**src/rtl/serial_magnitude_comparator_if.sv**
```systemverilog
// Operand/result bundle for serial_magnitude_comparator.
// master drives a request, slave (the comparator) returns status and result flags.
interface serial_magnitude_comparator_if #(
    parameter int WIDTH = 8
);
    logic             start;
    logic             signed_mode;
    logic [WIDTH-1:0] x;
    logic [WIDTH-1:0] y;
    logic             busy;
    logic             done;
    logic             greater;
    logic             less;
    logic             equal;

    modport master (
        output start, signed_mode, x, y,
        input  busy, done, greater, less, equal
    );

    modport slave (
        input  start, signed_mode, x, y,
        output busy, done, greater, less, equal
    );
endinterface

```
**src/rtl/serial_magnitude_comparator.sv**
```systemverilog
// Multi-cycle MSB-first magnitude comparator, DIGIT bits per clock, unsigned or two's complement.
// Optional macro COMP_EARLY_TERM_EN: finish at the first differing digit instead of after all N digits.
module serial_magnitude_comparator #(
    parameter int WIDTH = 8,
    parameter int DIGIT = 1
) (
    input  logic                           clk,
    input  logic                           rst_n,
    serial_magnitude_comparator_if.slave   bus,
    output logic [1:0]                     state_dbg
);
    // Handshake: start is sampled only in IDLE or DONE (x, y, signed_mode captured with it);
    // busy is high for every RUN cycle; done is a one-cycle pulse in DONE, when
    // greater/less/equal become valid. They then hold until the next done.
    localparam int N  = WIDTH / DIGIT;
    localparam int CW = (N > 1) ? $clog2(N) : 1;
    localparam logic [WIDTH-1:0] MSB_MASK = {1'b1, {(WIDTH-1){1'b0}}};

    typedef enum logic [1:0] {
        IDLE = 2'd0,
        RUN  = 2'd1,
        DONE = 2'd2
    } state_t;

    state_t           state;
    logic [WIDTH-1:0] a_sr;
    logic [WIDTH-1:0] b_sr;
    logic [CW-1:0]    cnt;
    logic             gt;
    logic             lt;
    logic             busy_q;
    logic             done_q;
    logic             greater_q;
    logic             less_q;
    logic             equal_q;

    logic [DIGIT-1:0] a_dig;
    logic [DIGIT-1:0] b_dig;
    logic             undecided;
    logic             gt_nxt;
    logic             lt_nxt;
    logic             last;
    logic             finish;
    logic [WIDTH-1:0] sign_flip;

    always_comb begin
        a_dig     = a_sr[WIDTH-1 -: DIGIT];
        b_dig     = b_sr[WIDTH-1 -: DIGIT];
        undecided = !(gt | lt);
        gt_nxt    = gt | (undecided & (a_dig > b_dig));
        lt_nxt    = lt | (undecided & (a_dig < b_dig));
        last      = (cnt == CW'(N - 1));
`ifdef COMP_EARLY_TERM_EN
        finish    = last | (undecided & (a_dig != b_dig));
`else
        finish    = last;
`endif
        // Offset-binary: flipping both MSBs turns a signed compare into an unsigned one.
        sign_flip = bus.signed_mode ? MSB_MASK : '0;
    end

    always_ff @(posedge clk or negedge rst_n) begin
        if (!rst_n) begin
            state     <= IDLE;
            a_sr      <= '0;
            b_sr      <= '0;
            cnt       <= '0;
            gt        <= 1'b0;
            lt        <= 1'b0;
            busy_q    <= 1'b0;
            done_q    <= 1'b0;
            greater_q <= 1'b0;
            less_q    <= 1'b0;
            equal_q   <= 1'b0;
        end else begin
            case (state)
                IDLE, DONE: begin
                    done_q <= 1'b0;
                    if (bus.start) begin
                        a_sr   <= bus.x ^ sign_flip;
                        b_sr   <= bus.y ^ sign_flip;
                        cnt    <= '0;
                        gt     <= 1'b0;
                        lt     <= 1'b0;
                        busy_q <= 1'b1;
                        state  <= RUN;
                    end else begin
                        state  <= IDLE;
                    end
                end
                RUN: begin
                    gt   <= gt_nxt;
                    lt   <= lt_nxt;
                    a_sr <= a_sr << DIGIT;
                    b_sr <= b_sr << DIGIT;
                    cnt  <= cnt + CW'(1);
                    if (finish) begin
                        greater_q <= gt_nxt;
                        less_q    <= lt_nxt;
                        equal_q   <= !(gt_nxt | lt_nxt);
                        busy_q    <= 1'b0;
                        done_q    <= 1'b1;
                        state     <= DONE;
                    end
                end
                default: begin
                    busy_q <= 1'b0;
                    done_q <= 1'b0;
                    state  <= IDLE;
                end
            endcase
        end
    end

    assign bus.busy    = busy_q;
    assign bus.done    = done_q;
    assign bus.greater = greater_q;
    assign bus.less    = less_q;
    assign bus.equal   = equal_q;
    assign state_dbg   = state;
endmodule
```
**src/flat_wrapper.sv**
```systemverilog
// flat-port wrapper written by rule: the top's interface ports become plain ports
module serial_magnitude_comparator_flat 
#(
    parameter int WIDTH = 8,
    parameter int DIGIT = 1
)
  (clk, rst_n, state_dbg, bus_start, bus_signed_mode, bus_x, bus_y, bus_busy, bus_done, bus_greater, bus_less, bus_equal);
  serial_magnitude_comparator_if #(.WIDTH(WIDTH)) bus_i ();
  input  logic clk;
  input  logic rst_n;
  output logic [1:0] state_dbg;
  input wire logic [$bits(bus_i.start)-1:0] bus_start;
  input wire logic [$bits(bus_i.signed_mode)-1:0] bus_signed_mode;
  input wire logic [$bits(bus_i.x)-1:0] bus_x;
  input wire logic [$bits(bus_i.y)-1:0] bus_y;
  output wire logic [$bits(bus_i.busy)-1:0] bus_busy;
  output wire logic [$bits(bus_i.done)-1:0] bus_done;
  output wire logic [$bits(bus_i.greater)-1:0] bus_greater;
  output wire logic [$bits(bus_i.less)-1:0] bus_less;
  output wire logic [$bits(bus_i.equal)-1:0] bus_equal;
  assign bus_i.start = bus_start;
  assign bus_i.signed_mode = bus_signed_mode;
  assign bus_i.x = bus_x;
  assign bus_i.y = bus_y;
  assign bus_busy = bus_i.busy;
  assign bus_done = bus_i.done;
  assign bus_greater = bus_i.greater;
  assign bus_less = bus_i.less;
  assign bus_equal = bus_i.equal;
  serial_magnitude_comparator #(.WIDTH(WIDTH), .DIGIT(DIGIT)) u_core (.clk(clk), .rst_n(rst_n), .bus(bus_i), .state_dbg(state_dbg));
endmodule
```
**config.mk**
```make
export PLATFORM = sky130hd
export DESIGN_NAME = serial_magnitude_comparator_flat
export DESIGN_NICKNAME = d
export VERILOG_FILES = /design/src/rtl/serial_magnitude_comparator_if.sv /design/src/rtl/serial_magnitude_comparator.sv /design/src/flat_wrapper.sv
export SDC_FILE = /design/constraint.sdc
export NUM_CORES = 1
export LEC_CHECK = 0
export ABC_AREA = 1
export ABC_CLOCK_PERIOD_IN_PS = 2500
export CORE_UTILIZATION = 52
export DETAILED_ROUTE_END_ITERATION = 16
export PLACE_DENSITY = 0.82
export SLEW_MARGIN = 20
export SYNTH_ARGS = -nofsm -noshare
export SYNTH_HDL_FRONTEND = slang
export SYNTH_SLANG_ARGS = --single-unit
```
**constraint.sdc**
```tcl
create_clock -name clk -period 2.5 [get_ports clk]
set_input_delay 0.5 -clock clk [delete_from_list [all_inputs] [get_ports clk]]
set_output_delay 0.5 -clock clk [all_outputs]
set_load 0.05 [all_outputs]
```
==> results.cfg, run 1 <==
[sta]
timing.setup.tns_ps = 0
number_of_hold_violations_in_the_final_report = 0
slew_headroom = 0.670
final_max_slew_viol_count = 0
min_period_ps = 2060
rsz0062_at_grt = false
achievable_clock_frequency_mhz = 485
timing.final.crit_share = 0.824
report.final.setup_viol = 0
final.setup_skew_ps = 5.36
layout_setup_ws_ps = 440
worst_slew_pin_slew_ps = 494

[setup_path]
worst_path_largest_cell_delay_ps = 820
timing.critical_path.max_delay_family = buffers and inverters
regToRegSetupSlack_ps = 1260
critical_path_required_ps = 2000
end_kind = primary output
critical_path_arrival_ps = 1560
startpoint_type = flip-flop
timing_worst_setup_path_type = flip-flop to primary output
worstPathBufferInverterCount = 1
cp_cell_sequence = clkdlybuf4s50_1
critical_path.max_fanout = 4
critical_path.slowest_cell = clkdlybuf4s50_1
cp_num_cells = 1
r2r_cells = 6

[die]
core.rowCount = 17
chipHeight_um = 50.5
start_util = 0.552
top_level_ports = 27
core_area_mm2 = 0.00221
die_w_um = 50.5
die_area_mm2 = 0.00255

[detailed_routing]
ant_nets = 0
via_per_inst = 5.09
route.detailed.wl_per_inst_um = 11.4
routed_vias = 947
wl_um = 2130
detail_route.drc_violations = 0
drt-pass1-iter-count = 4
route.met2.wl_um = 1040
wl_met3_um = 106
routedLengthMet1_um = 956
routed.top_layer = met4
initialDrtViolationCount = 10

[global_route]
first_global_vias = 955
global_route_wire_length_before_repair_um = 3930
globalRouteTotalUtil = 0.207
grt_overflow_total = 0
largest_net_degree_at_the_start_of_global_routing = 28
grt_antenna_before_repair = 0

[clock_network]
cts_setup_buffers = 0
cts-resized-gates = 0
cts_inserted_buffers = 3
hold_bufs_inserted_after_cts = 0
worst_skew_pair.late_latency_ps = 320
htree_levels = 1
clock_sinks = 27
cts_tree = yes
cts.clk_slew.worst_paths_ps = 130
cts.root.buffer_cell = clkbuf_4
clockBufferDepth = 2

[placed_design]
gpl.final_weighted_congestion = 0.718
dp_worst_setup_slack_ps = 804
place.detailed.hpwl_um = 1580
io_buffer_count = 26

[logic_synthesis]
sequential_fraction_of_the_synthesis_area = 0.553
netlist_instances = 131
synth_cell_types = 18
post_synthesis_mean_instance_area_um2 = 9.32
ys_seq_elements = 27
synthesized_net_count = 153
synth_area_mm2 = 0.00122
ys.warnings.count = 0

[finish]
antenna_diode_count = 0
drive_gt1_frac = 0.108
area_delta_synth_final_pct = 23.3
nets = 181

[power]
leakagePower_nw = 0.734
powerDensity_mw_per_mm2 = 1170
irDropWorstVdd_uv = 721

[status]
outcome = complete, no violations

[hold_path]
hold_path_class = flip-flop to flip-flop
whs_path_depth = 2

[job]
max_cap_violations = 0
## metal layers
| layer | GRT usage | vias up |
|---|---|---|
| met5 | 0 | - |
| met4 | 0.0694 | 0 |
| met3 | 0.0303 | 2 |
| met2 | 0.371 | 24 |
| met1 | 0.253 | 450 |
| li1 | - | 471 |
## sequential cells by signal, indices dropped and copies added, names as in the netlist
name / flops
u_core.a_sr: 8
u_core.b_sr: 8
u_core.bus.busy: 1
u_core.bus.done: 1
u_core.bus.equal: 1
u_core.bus.greater: 1
u_core.bus.less: 1
u_core.cnt: 3
u_core.gt: 1
u_core.lt: 1
u_core.state_dbg: 1
## cell usage in the layout, fill, tap and decap left out
| cell type | netlist | final |
|---|---|---|
| nand3_2 | 5 | 5 |
| xor2_1 | 2 | 2 |
| o211ai_1 | 4 | 4 |
| inv_1 | 5 | 5 |
| nand2_1 | 52 | 52 |
| clkbuf_4 | 0 | 3 |
| inv_4 | 2 | 2 |
| nand2_4 | 3 | 3 |
| clkdlybuf4s50_1 | 0 | 26 |
| nand2_2 | 1 | 1 |
| nor2_1 | 5 | 5 |
| a21oi_1 | 3 | 3 |
| dfrtp_1 | 27 | 27 |
| o21ai_0 | 8 | 8 |
| clkbuf_1 | 0 | 1 |
| buf_4 | 1 | 1 |
| ha_1 | 2 | 2 |
| nand3_1 | 6 | 6 |
| inv_2 | 2 | 2 |
## metrics by stage
stage	cells	hold slack (ps)	power, mW	instance area [um^2]	util
finish	186	487	1.76	1510	0.680
global route	186	525	1.92	1510	0.680
CTS	186	490	1.78	1510	0.680
detailed placement	182	458	1.60	1480	0.669
global placement	182	456	1.56	1480	0.669
floorplan	131	204	1.41	1220	-
## cell usage after synthesis (all sizes together)
cell type,number,area share
xor2,2,0.014
ha,2,0.020
nand3,11,0.066
buf,4,0.037
dfrtp,27,0.55
o21ai,8,0.033
nand2,56,0.19
o211ai,4,0.025
nor2,5,0.015
inv,9,0.032
a21oi,3,0.012
## area by class of cell
type	count	area, um^2
Tap cell	28	35.0
Timing Repair Buffer	27	268
Clock buffer	4	26.3
Sequential cell	27	676
Inverter	9	38.8
Fill cell	193	707
Multi-Input combinational cell	91	462
## path summary, 6_finish.rpt
| kind | startpoint | to |
|---|---|---|
| max in group asynchronous | rst_n | u_core.bus.less |
| min reg2reg | u_core.bus.busy | u_core.bus.busy |
| min | u_core.bus.busy | u_core.bus.busy |
| max | u_core.state_dbg[0] | state_dbg[0] |
| max reg2reg | u_core.cnt[0] | u_core.bus.equal |
| min in group asynchronous | rst_n | u_core.state_dbg[0] |
## power by group
part	internal [mW]	switching, mW	leakage [nW]
Combinational	0.299	0.538	0.381
Clock	0.0625	0.121	0.0150
Sequential	0.632	0.112	0.338
Total	0.993	0.771	0.734
## logic make-up (layout without fill, tap and decap cells)
logic type	count (synthesis)	count (layout)	share of synthesized area
AOI/OAI and AO/OA	15	15	0.0697
DFF	27	27	0.553
buffers and inverters	13	40	0.0686
adders and majority gates	2	2	0.0205
xor gates and xnor gates	2	2	0.0143
and+or+nand+nor	72	72	0.274
Power figures use the tool's default switching activity.
==> inputs of run 2 (changes only) <==
ABC_CLOCK_PERIOD_IN_PS = 2150   (was 2500)
CORE_UTILIZATION = 49   (was 52)
PLACE_DENSITY = 0.78   (was 0.82)
clock period = 2.15 ns   (was 2.5 ns; I/O delays follow)
==> run 2 against run 1 <==
Against the previous run:
- worst hold slack got worse by 30 ps
- highest routed layer is now met3
- core utilization decreased by 1.9 points
- sequential share of layout area unchanged
- critical endpoint unchanged
==> results.cfg, run 2 (synthesized netlist as in run 1, its figures left out) <==
[power]
irDropWorstVdd_uv = 786
pwr-share-clk = 0.104
power_switching_mw = 0.917
powerDensity_mw_per_mm2 = 1380
power.switching_fraction = 0.442
leakagePower_nw = 0.734
power_mw = 2.07
p_int_mw = 1.16
p_seq_frac = 0.420
combPwrFrac = 0.477

[finish]
drive_gt1_frac = 0.108
final.fill_count = 200
area_delta_synth_final_pct = 23.3
final_common_cell = nand2_1
antenna_diode_count = 0
largest_registers = u_core.a_sr (8), u_core.b_sr (8), u_core.cnt (3)
final_cell_mix = nand2_1, dfrtp_1, clkdlybuf4s50_1
nets = 181

[detailed_routing]
initialDrtViolationCount = 23
routed.top_layer = met3
via_per_inst = 5.02
wl_um = 2300
routed_vias = 934
drt-pass1-iter-count = 4
wl_met3_um = 108
route.met2.wl_um = 1200
ant_nets = 0
route.detailed.wl_per_inst_um = 12.4
routedLengthMet1_um = 997
detail_route.drc_violations = 0

[clock_network]
cts.clk_slew.worst_paths_ps = 140
cts.root.buffer_cell = clkbuf_4
cts_tree = yes
clock_sinks = 27
worst_skew_pair.late_latency_ps = 320
cts_inserted_buffers = 3
cts_setup_buffers = 0
htree_levels = 1
cts-resized-gates = 0
clockBufferDepth = 2
hold_bufs_inserted_after_cts = 0

[global_route]
global_route_wire_length_before_repair_um = 3970
globalRouteTotalUtil = 0.200
first_global_vias = 957
grt_antenna_before_repair = 0
grt_overflow_total = 0
largest_net_degree_at_the_start_of_global_routing = 28

[sta]
layout_setup_ws_ps = 144
timing.setup.tns_ps = 0
rsz0062_at_grt = false
final_max_slew_viol_count = 0
min_period_ps = 2010
final.setup_skew_ps = 2.08
slew_headroom = 0.672
achievable_clock_frequency_mhz = 499
worst_slew_pin_slew_ps = 491
report.final.setup_viol = 0
number_of_hold_violations_in_the_final_report = 0
timing.final.crit_share = 0.933

[die]
chipHeight_um = 51.9
die_area_mm2 = 0.00270
top_level_ports = 27
die_w_um = 51.9
core.rowCount = 17
core_area_mm2 = 0.00228
start_util = 0.537

[setup_path]
timing_worst_setup_path_type = flip-flop to primary output
r2r_cells = 6
worst_path_largest_cell_delay_ps = 820
critical_path.slowest_cell = clkdlybuf4s50_1
timing.critical_path.max_delay_family = buffers and inverters
critical_path.max_fanout = 4
startpoint_type = flip-flop
cp_num_cells = 1
critical_path_required_ps = 1720
end_kind = primary output
critical_path_arrival_ps = 1580
cp_cell_sequence = clkdlybuf4s50_1
worstPathBufferInverterCount = 1

[placed_design]
place.detailed.hpwl_um = 1610
io_buffer_count = 26
dp_worst_setup_slack_ps = 513
gpl.final_weighted_congestion = 0.713

[hold_path]
hold_path_class = input port to async pin

[status]
outcome = complete, no violations

[job]
max_cap_violations = 0
-- run 2: cell counts in the layout (fill, tap and decap cells not counted) --
Identical to the previous run, type by type.
-- run 2: power by group through the flow --
| stage | logic, mW | clock network (mW) | registers, mW |
|---|---|---|---|
| finish | 0.988 | 0.215 | 0.870 |
| global route | 1.11 | 0.236 | 0.892 |
| CTS | 1.00 | 0.220 | 0.869 |
| detailed placement | 0.989 | 0 | 0.877 |
| global placement | 0.961 | 0 | 0.860 |
| floorplan | 0.634 | 0 | 1.00 |
-- run 2: layout make-up --
cell class | instances | area (um^2) | area share
Multi-Input combinational cell | 91 | 462 | 0.307
Tap cell | 28 | 35.0 | 0.0233
Inverter | 9 | 38.8 | 0.0258
Sequential cell | 27 | 676 | 0.449
Clock buffer | 4 | 26.3 | 0.0175
Timing Repair Buffer | 27 | 268 | 0.178
-- run 2: layer usage --
metal / up-vias / track usage
li1: 469 / -
met1: 441 / 0.237
met2: 24 / 0.363
met3: 0 / 0.0263
met4: 0 / 0.0766
met5: - / 0
-- run 2: path summary, 6_finish.rpt --
| kind | start | to | slack [ps] |
|---|---|---|---|
| max | u_core.state_dbg[0] | state_dbg[0] | 140 |
| min | rst_n | u_core.bus.busy | 460 |
| max reg2reg | u_core.cnt[0] | u_core.bus.equal | 910 |
| min reg2reg | u_core.bus.busy | u_core.bus.busy | 490 |
| max in group asynchronous | rst_n | u_core.b_sr[7] | 1450 |
| min in group clk | u_core.bus.busy | u_core.bus.busy | 490 |
-- run 2: metrics by stage --
step | cells | utilization | area (um^2) | hold slack, ps
4_1_cts | 186 | 0.661 | 1510 | 474
3_3_place_gp | 182 | 0.650 | 1480 | 455
3_5_place_dp | 182 | 0.650 | 1480 | 458
6_report | 186 | 0.661 | 1510 | 457
5_1_grt | 186 | 0.661 | 1510 | 503
2_1_floorplan | 131 | - | 1220 | 134
